$ cat src/rtl/seven_segment_capture_encoder.sv
// Reads back a multiplexed seven-segment bus: debounces each digit, encodes lit
// patterns to hex, keeps per-digit values and reports changes as handshaked events.
//
// state  | meaning
// IDLE   | bus blank or no valid digit select; nothing tracked
// TRACK  | candidate digit/pattern seen, counting identical samples
// LOCKED | candidate committed; waits for the bus to show something else
module seven_segment_capture_encoder #(
  parameter int NUM_DIGITS     = 4,
  parameter int STABLE_CYCLES  = 4,
  parameter bit SEG_ACTIVE_LOW = 1'b0
) (
  input  logic                    clk,
  input  logic                    rst_n,
  input  logic [6:0]              seg,
  input  logic [NUM_DIGITS-1:0]   dig_sel,
  output logic                    evt_valid,
  input  logic                    evt_ready,
  output logic [2:0]              evt_idx,
  output logic [3:0]              evt_hex,
  output logic                    evt_err,
  output logic [4*NUM_DIGITS-1:0] digits,
  output logic [NUM_DIGITS-1:0]   dig_vld,
  input  logic                    ovr_clr,
  output logic                    overrun
);

  localparam int CW = $clog2(STABLE_CYCLES + 1);
  localparam logic [CW-1:0] CNT_ONE  = CW'(1);
  localparam logic [CW-1:0] CNT_TERM = CW'(STABLE_CYCLES - 1);

  typedef enum logic [1:0] {IDLE, TRACK, LOCKED} state_t;

  state_t                  state;
  logic [6:0]              seg_q;
  logic [NUM_DIGITS-1:0]   dig_q;
  logic [6:0]              cand_pat;
  logic [2:0]              cand_idx;
  logic [CW-1:0]           cnt;

  logic       dig_onehot;
  logic [2:0] dig_idx;
  logic       hit;
  logic       commit;
  logic       cand_legal;
  logic [3:0] cand_hex;
  logic [3:0] cur_hex;
  logic       cur_vld;
  logic       changed;
  logic       new_evt;
  logic       hs;
  logic       drop;

  function automatic logic [4:0] decode(input logic [6:0] p);
    logic [4:0] r;
    case (p)
      7'h7E:   r = {1'b1, 4'h0};
      7'h30:   r = {1'b1, 4'h1};
      7'h6D:   r = {1'b1, 4'h2};
      7'h79:   r = {1'b1, 4'h3};
      7'h33:   r = {1'b1, 4'h4};
      7'h5B:   r = {1'b1, 4'h5};
      7'h5F:   r = {1'b1, 4'h6};
      7'h70:   r = {1'b1, 4'h7};
      7'h7F:   r = {1'b1, 4'h8};
      7'h7B:   r = {1'b1, 4'h9};
      7'h77:   r = {1'b1, 4'hA};
      7'h1F:   r = {1'b1, 4'hB};
      7'h4E:   r = {1'b1, 4'hC};
      7'h3D:   r = {1'b1, 4'hD};
      7'h4F:   r = {1'b1, 4'hE};
      7'h47:   r = {1'b1, 4'hF};
      default: r = 5'h00;
    endcase
    return r;
  endfunction

  always_ff @(posedge clk or negedge rst_n) begin
    if (!rst_n) begin
      seg_q <= '0;
      dig_q <= '0;
    end else begin
      seg_q <= SEG_ACTIVE_LOW ? ~seg : seg;
      dig_q <= dig_sel;
    end
  end

  assign dig_onehot = ($countones(dig_q) == 1);

  always_comb begin
    dig_idx = '0;
    for (int i = 0; i < NUM_DIGITS; i++)
      if (dig_q[i]) dig_idx = 3'(i);
  end

  assign hit    = dig_onehot && (dig_idx == cand_idx) && (seg_q == cand_pat);
  assign commit = (state == TRACK) && hit && (cnt == CNT_TERM);
  assign {cand_legal, cand_hex} = decode(cand_pat);

  always_comb begin
    cur_hex = '0;
    cur_vld = 1'b0;
    for (int i = 0; i < NUM_DIGITS; i++)
      if (cand_idx == 3'(i)) begin
        cur_hex = digits[4*i +: 4];
        cur_vld = dig_vld[i];
      end
  end

  // An illegal pattern always reports; a legal one only when it differs.
  assign changed = commit && cand_legal && (!cur_vld || (cur_hex != cand_hex));
  assign new_evt = changed || (commit && !cand_legal);
  assign hs      = evt_valid && evt_ready;
  assign drop    = new_evt && evt_valid && !hs;

  always_ff @(posedge clk or negedge rst_n) begin
    if (!rst_n) begin
      state    <= IDLE;
      cand_pat <= '0;
      cand_idx <= '0;
      cnt      <= '0;
    end else begin
      case (state)
        IDLE: begin
          if (dig_onehot) begin
            cand_pat <= seg_q;
            cand_idx <= dig_idx;
            cnt      <= CNT_ONE;
            state    <= TRACK;
          end
        end
        TRACK: begin
          if (hit) begin
            if (cnt == CNT_TERM) state <= LOCKED;
            else if (cnt != '1)  cnt <= cnt + CNT_ONE;
          end else if (dig_onehot) begin
            cand_pat <= seg_q;
            cand_idx <= dig_idx;
            cnt      <= CNT_ONE;
          end else begin
            cnt   <= '0;
            state <= IDLE;
          end
        end
        LOCKED: begin
          if (!hit) begin
            if (dig_onehot) begin
              cand_pat <= seg_q;
              cand_idx <= dig_idx;
              cnt      <= CNT_ONE;
              state    <= TRACK;
            end else begin
              cnt   <= '0;
              state <= IDLE;
            end
          end
        end
        default: begin
          cnt   <= '0;
          state <= IDLE;
        end
      endcase
    end
  end

  always_ff @(posedge clk or negedge rst_n) begin
    if (!rst_n) begin
      digits    <= '0;
      dig_vld   <= '0;
      evt_valid <= 1'b0;
      evt_idx   <= '0;
      evt_hex   <= '0;
      evt_err   <= 1'b0;
      overrun   <= 1'b0;
    end else begin
      if (changed) begin
        for (int i = 0; i < NUM_DIGITS; i++)
          if (cand_idx == 3'(i)) begin
            digits[4*i +: 4] <= cand_hex;
            dig_vld[i]       <= 1'b1;
          end
      end
      // A slot freed by this cycle's handshake can take the new event directly.
      if (new_evt && (!evt_valid || hs)) begin
        evt_valid <= 1'b1;
        evt_idx   <= cand_idx;
        evt_hex   <= cand_legal ? cand_hex : 4'h0;
        evt_err   <= !cand_legal;
      end else if (hs) begin
        evt_valid <= 1'b0;
      end
      if (drop)         overrun <= 1'b1;
      else if (ovr_clr) overrun <= 1'b0;
    end
  end

endmodule

$ cat config.mk
export PLATFORM = sky130hd
export DESIGN_NAME = seven_segment_capture_encoder
export DESIGN_NICKNAME = d
export VERILOG_FILES = /design/src/rtl/seven_segment_capture_encoder.sv
export SDC_FILE = /design/constraint.sdc
export NUM_CORES = 1
export LEC_CHECK = 0
export BUFFER_PORTS_ARGS = -buffer_cell sky130_fd_sc_hd__buf_2
export CAP_MARGIN = 20
export CORE_MARGIN = 10
export CORE_UTILIZATION = 52
export CTS_CLUSTER_DIAMETER = 80
export DETAILED_ROUTE_END_ITERATION = 7
export GPL_ROUTABILITY_DRIVEN = 0
export GPL_TIMING_DRIVEN = 1
export PLACE_DENSITY = 0.85
export REMOVE_ABC_BUFFERS = 1
export SLEW_MARGIN = 20
export SYNTH_ARGS = -nofsm -noshare
export SYNTH_HDL_FRONTEND = slang
export SYNTH_SLANG_ARGS = --single-unit
$ cat constraint.sdc
create_clock -name clk -period 3.5 [get_ports clk]
set_input_delay 0.7 -clock clk [delete_from_list [all_inputs] [get_ports clk]]
set_output_delay 0.7 -clock clk [all_outputs]
set_load 0.01 [all_outputs]
==> metrics.csv <==
metric;value;unit
route.detailed.drc;0;
r2r-end;evt_hex[1];
grt.overflow.total;0;
seq_area_frac_synth;0.4380;
worstSetupPathType;reg -> reg;
grt_pass1_wl;11080;um
via_count;2231;
dr.pass1.iters;4;
crit_path_max_incr_delay;510;ps
syn_to_final_growth;16.79;%
clock_sinks;54;
endpoint_kind;flip-flop;
cpLargestDelayFamily;adder cells;
syn-cell-area;3085;sq um
total_power;2015;uW
fin_crit;3289;ps
peakVddDrop;0.0003044;V
leakage;0.001743;uW
yosysMostFrequentCell;dfrtp_1;
critical_path.startpoint;dig_q[1];
cts_max_path_buffers;2;
syn_inst;258;
skew;10.44;ps
timing.setup.tns;0;ps
synth-edff-count;0;
grt_max_degree;29;
track_usage;0.1388;
r2r_start;dig_q[1];
clk_pin_slew;110;ps
worstPathRequired;3710;ps
synth_cell_types;63;
wl_per_cell;17.56;um
synth.top_cell.area_share;0.4380;
r2r_cells;13;
cts_hold_buffers;0;
fin_nets;337;
num_rows;27;
hold_viol_final;0;
crit_chain;inv_1, fa_1, inv_1, ha_1, ha_4, nor3b_2, buf_4, nand4_1, a2111oi_4, buf_4, nand4_1, a21oi_4, mux2_4;
synth.avg_cell_area;11.96;sq um
crit_path_start_kind;flip-flop;
cp-endpoint;evt_hex[1];
htreeDepth;2;
clk_latency;320;ps
final_util;0.6387;
yosys-top-cells-count;dfrtp_1 (54), nand2_1 (15), inv_1 (14);
port-buffer-count;43;
die_y;97.03;um
async_flop_share;1.000;
dp_hpwl;4999;um
drtAntennaViolNets;0;
fp.coreArea;5642;sq um
ios;45;
antenna_found_initial;0;
drt_iter0_drc;120;
rsz0062_at_grt;false;
outcome;completed;
worst_pin_slew;692.7;ps
yosys_warnings;0;
report.final.slew_viol_count;0;
cap_violations;0;
r2r_slack;210;ps
root_buffer;clkbuf_8;
insertedDiodeCount;0;
synth_top_area_cell;dfrtp_1;
initial_core_util;0.5469;
powerDensity;559.1;nW/um^2
fp.dieW;97.03;um
cts_tree;built;
cp_max_fo;6;
vias_per_cell;5.795;
drive_gt1_frac;0.3514;
finalSetupViolations;0;
max-slew-margin-rel;0.5382;
drt-total-wl;6759;um
finalCritPeriodShare;0.9397;
worst_ep_arrival_time;3500;ps
cp.buffers_inverters;4;
die-area;9415;sq um
fmax;304.0;MHz
ys_seq_elements;54;
hp-class;in -> async;
yosys-top-cells-area;dfrtp_1 (44%), mux2_4 (3.9%), ha_1 (3.6%);
cts_buffers;5;
synthFlopType;dfrtp_1;
cp.depth;13;
slowest_stage;fa_1;
grt_pass1_vias;2255;
-- per-layer routing --
| metal | share of wire | track usage |
|---|---|---|
| met1 | 0.45 | 0.1728 |
| met2 | 0.48 | 0.2214 |
| met3 | 0.053 | 0.03974 |
| met4 | 0.018 | 0.05299 |
| met5 | 0 | 0 |
-- power by group --
group / total (uW) / switching [uW] / internal, uW
Clock: 439 / 222 / 217
Sequential: 878 / 187 / 691
Combinational: 697 / 387 / 310
Total: 2010 / 796 / 1220
-- repair_timing --
action,4_1_cts,5_1_grt
gates resized for setup,0,7
endpoints found under the hold margin,0,0
buffers inserted,0,6
setup endpoints to repair,0,23
-- flip-flops by register name, indices dropped and copies added (netlist names), 3 cells and up --
register / count
dig_vld: 4
digits: 16
seg_q: 7
evt_hex: 4
cnt: 3
cand_pat: 7
dig_q: 4
-- per-stage QoR --
stage,instance area [sq um],std cells,setup slack [ps],hold slack [ps]
after floorplan,3002,245,95.62,404.4
after global placement,3390,371,172.3,475.1
after detailed placement,3390,371,34.03,483.1
after CTS,3506,379,12.38,403.0
after global routing,3603,385,22.05,420.4
final,3603,385,210.9,377.3
-- logic make-up (layout without fill, tap and decap cells) --
group | count (synthesis) | after routing | share of synthesized area
flops | 54 | 54 | 0.4380
xor+xnor | 11 | 11 | 0.03123
other cells | 1 | 1 | 0.001215
compound gates | 37 | 37 | 0.09489
simple gates | 83 | 83 | 0.1926
fa+ha+maj | 10 | 10 | 0.04299
mux | 35 | 35 | 0.1549
buf+inv | 27 | 82 | 0.04420
-- cell usage in the layout (no fill, tap or decap), types with 3 or more instances in the layout --
cell      synthesis  routed
a211o_1           4       4
a21o_1            3       3
a21oi_1           7       7
and3b_1           3       3
buf_2             7      43
buf_4             3      17
clkbuf_8          0       5
dfrtp_1          54      54
ha_1              9       8
inv_1            14      14
mux2_1           10      10
mux2_2           10      10
mux2_4            8       8
mux4_2            5       5
nand2_1          15      15
nand2b_1          4       4
nand3_1           6       6
nand3b_1          5       5
nand4_1           9       9
nor2_1           11      11
nor3_1            3       3
nor4_4            3       4
o21ai_0           6       6
or2_2             3       3
xnor2_1           8       8
xor2_1            3       3
-- how the worst min path moves through the flow --
stage,from,endpoint,cells after the start
CTS,rst_n,cand_pat[5],1
finish,rst_n,cand_pat[5],1
detailed placement,cnt[1],cnt[1],2
floorplan,rst_n,cand_idx[0],0
global placement,cnt[1],cnt[1],2
global route,rst_n,dig_vld[0],1
-- area by class of cell --
| class | instances | area, sq um |
|---|---|---|
| Multi-Input combinational cell | 177 | 1650 |
| Clock buffer | 5 | 68.82 |
| Sequential cell | 54 | 1351 |
| Clock inverter | 3 | 47.55 |
| Fill cell | 443 | 2038 |
| Tap cell | 72 | 90.09 |
| Timing Repair Buffer | 60 | 342.8 |
| Inverter | 14 | 52.55 |
Power figures use the tool's default switching activity.
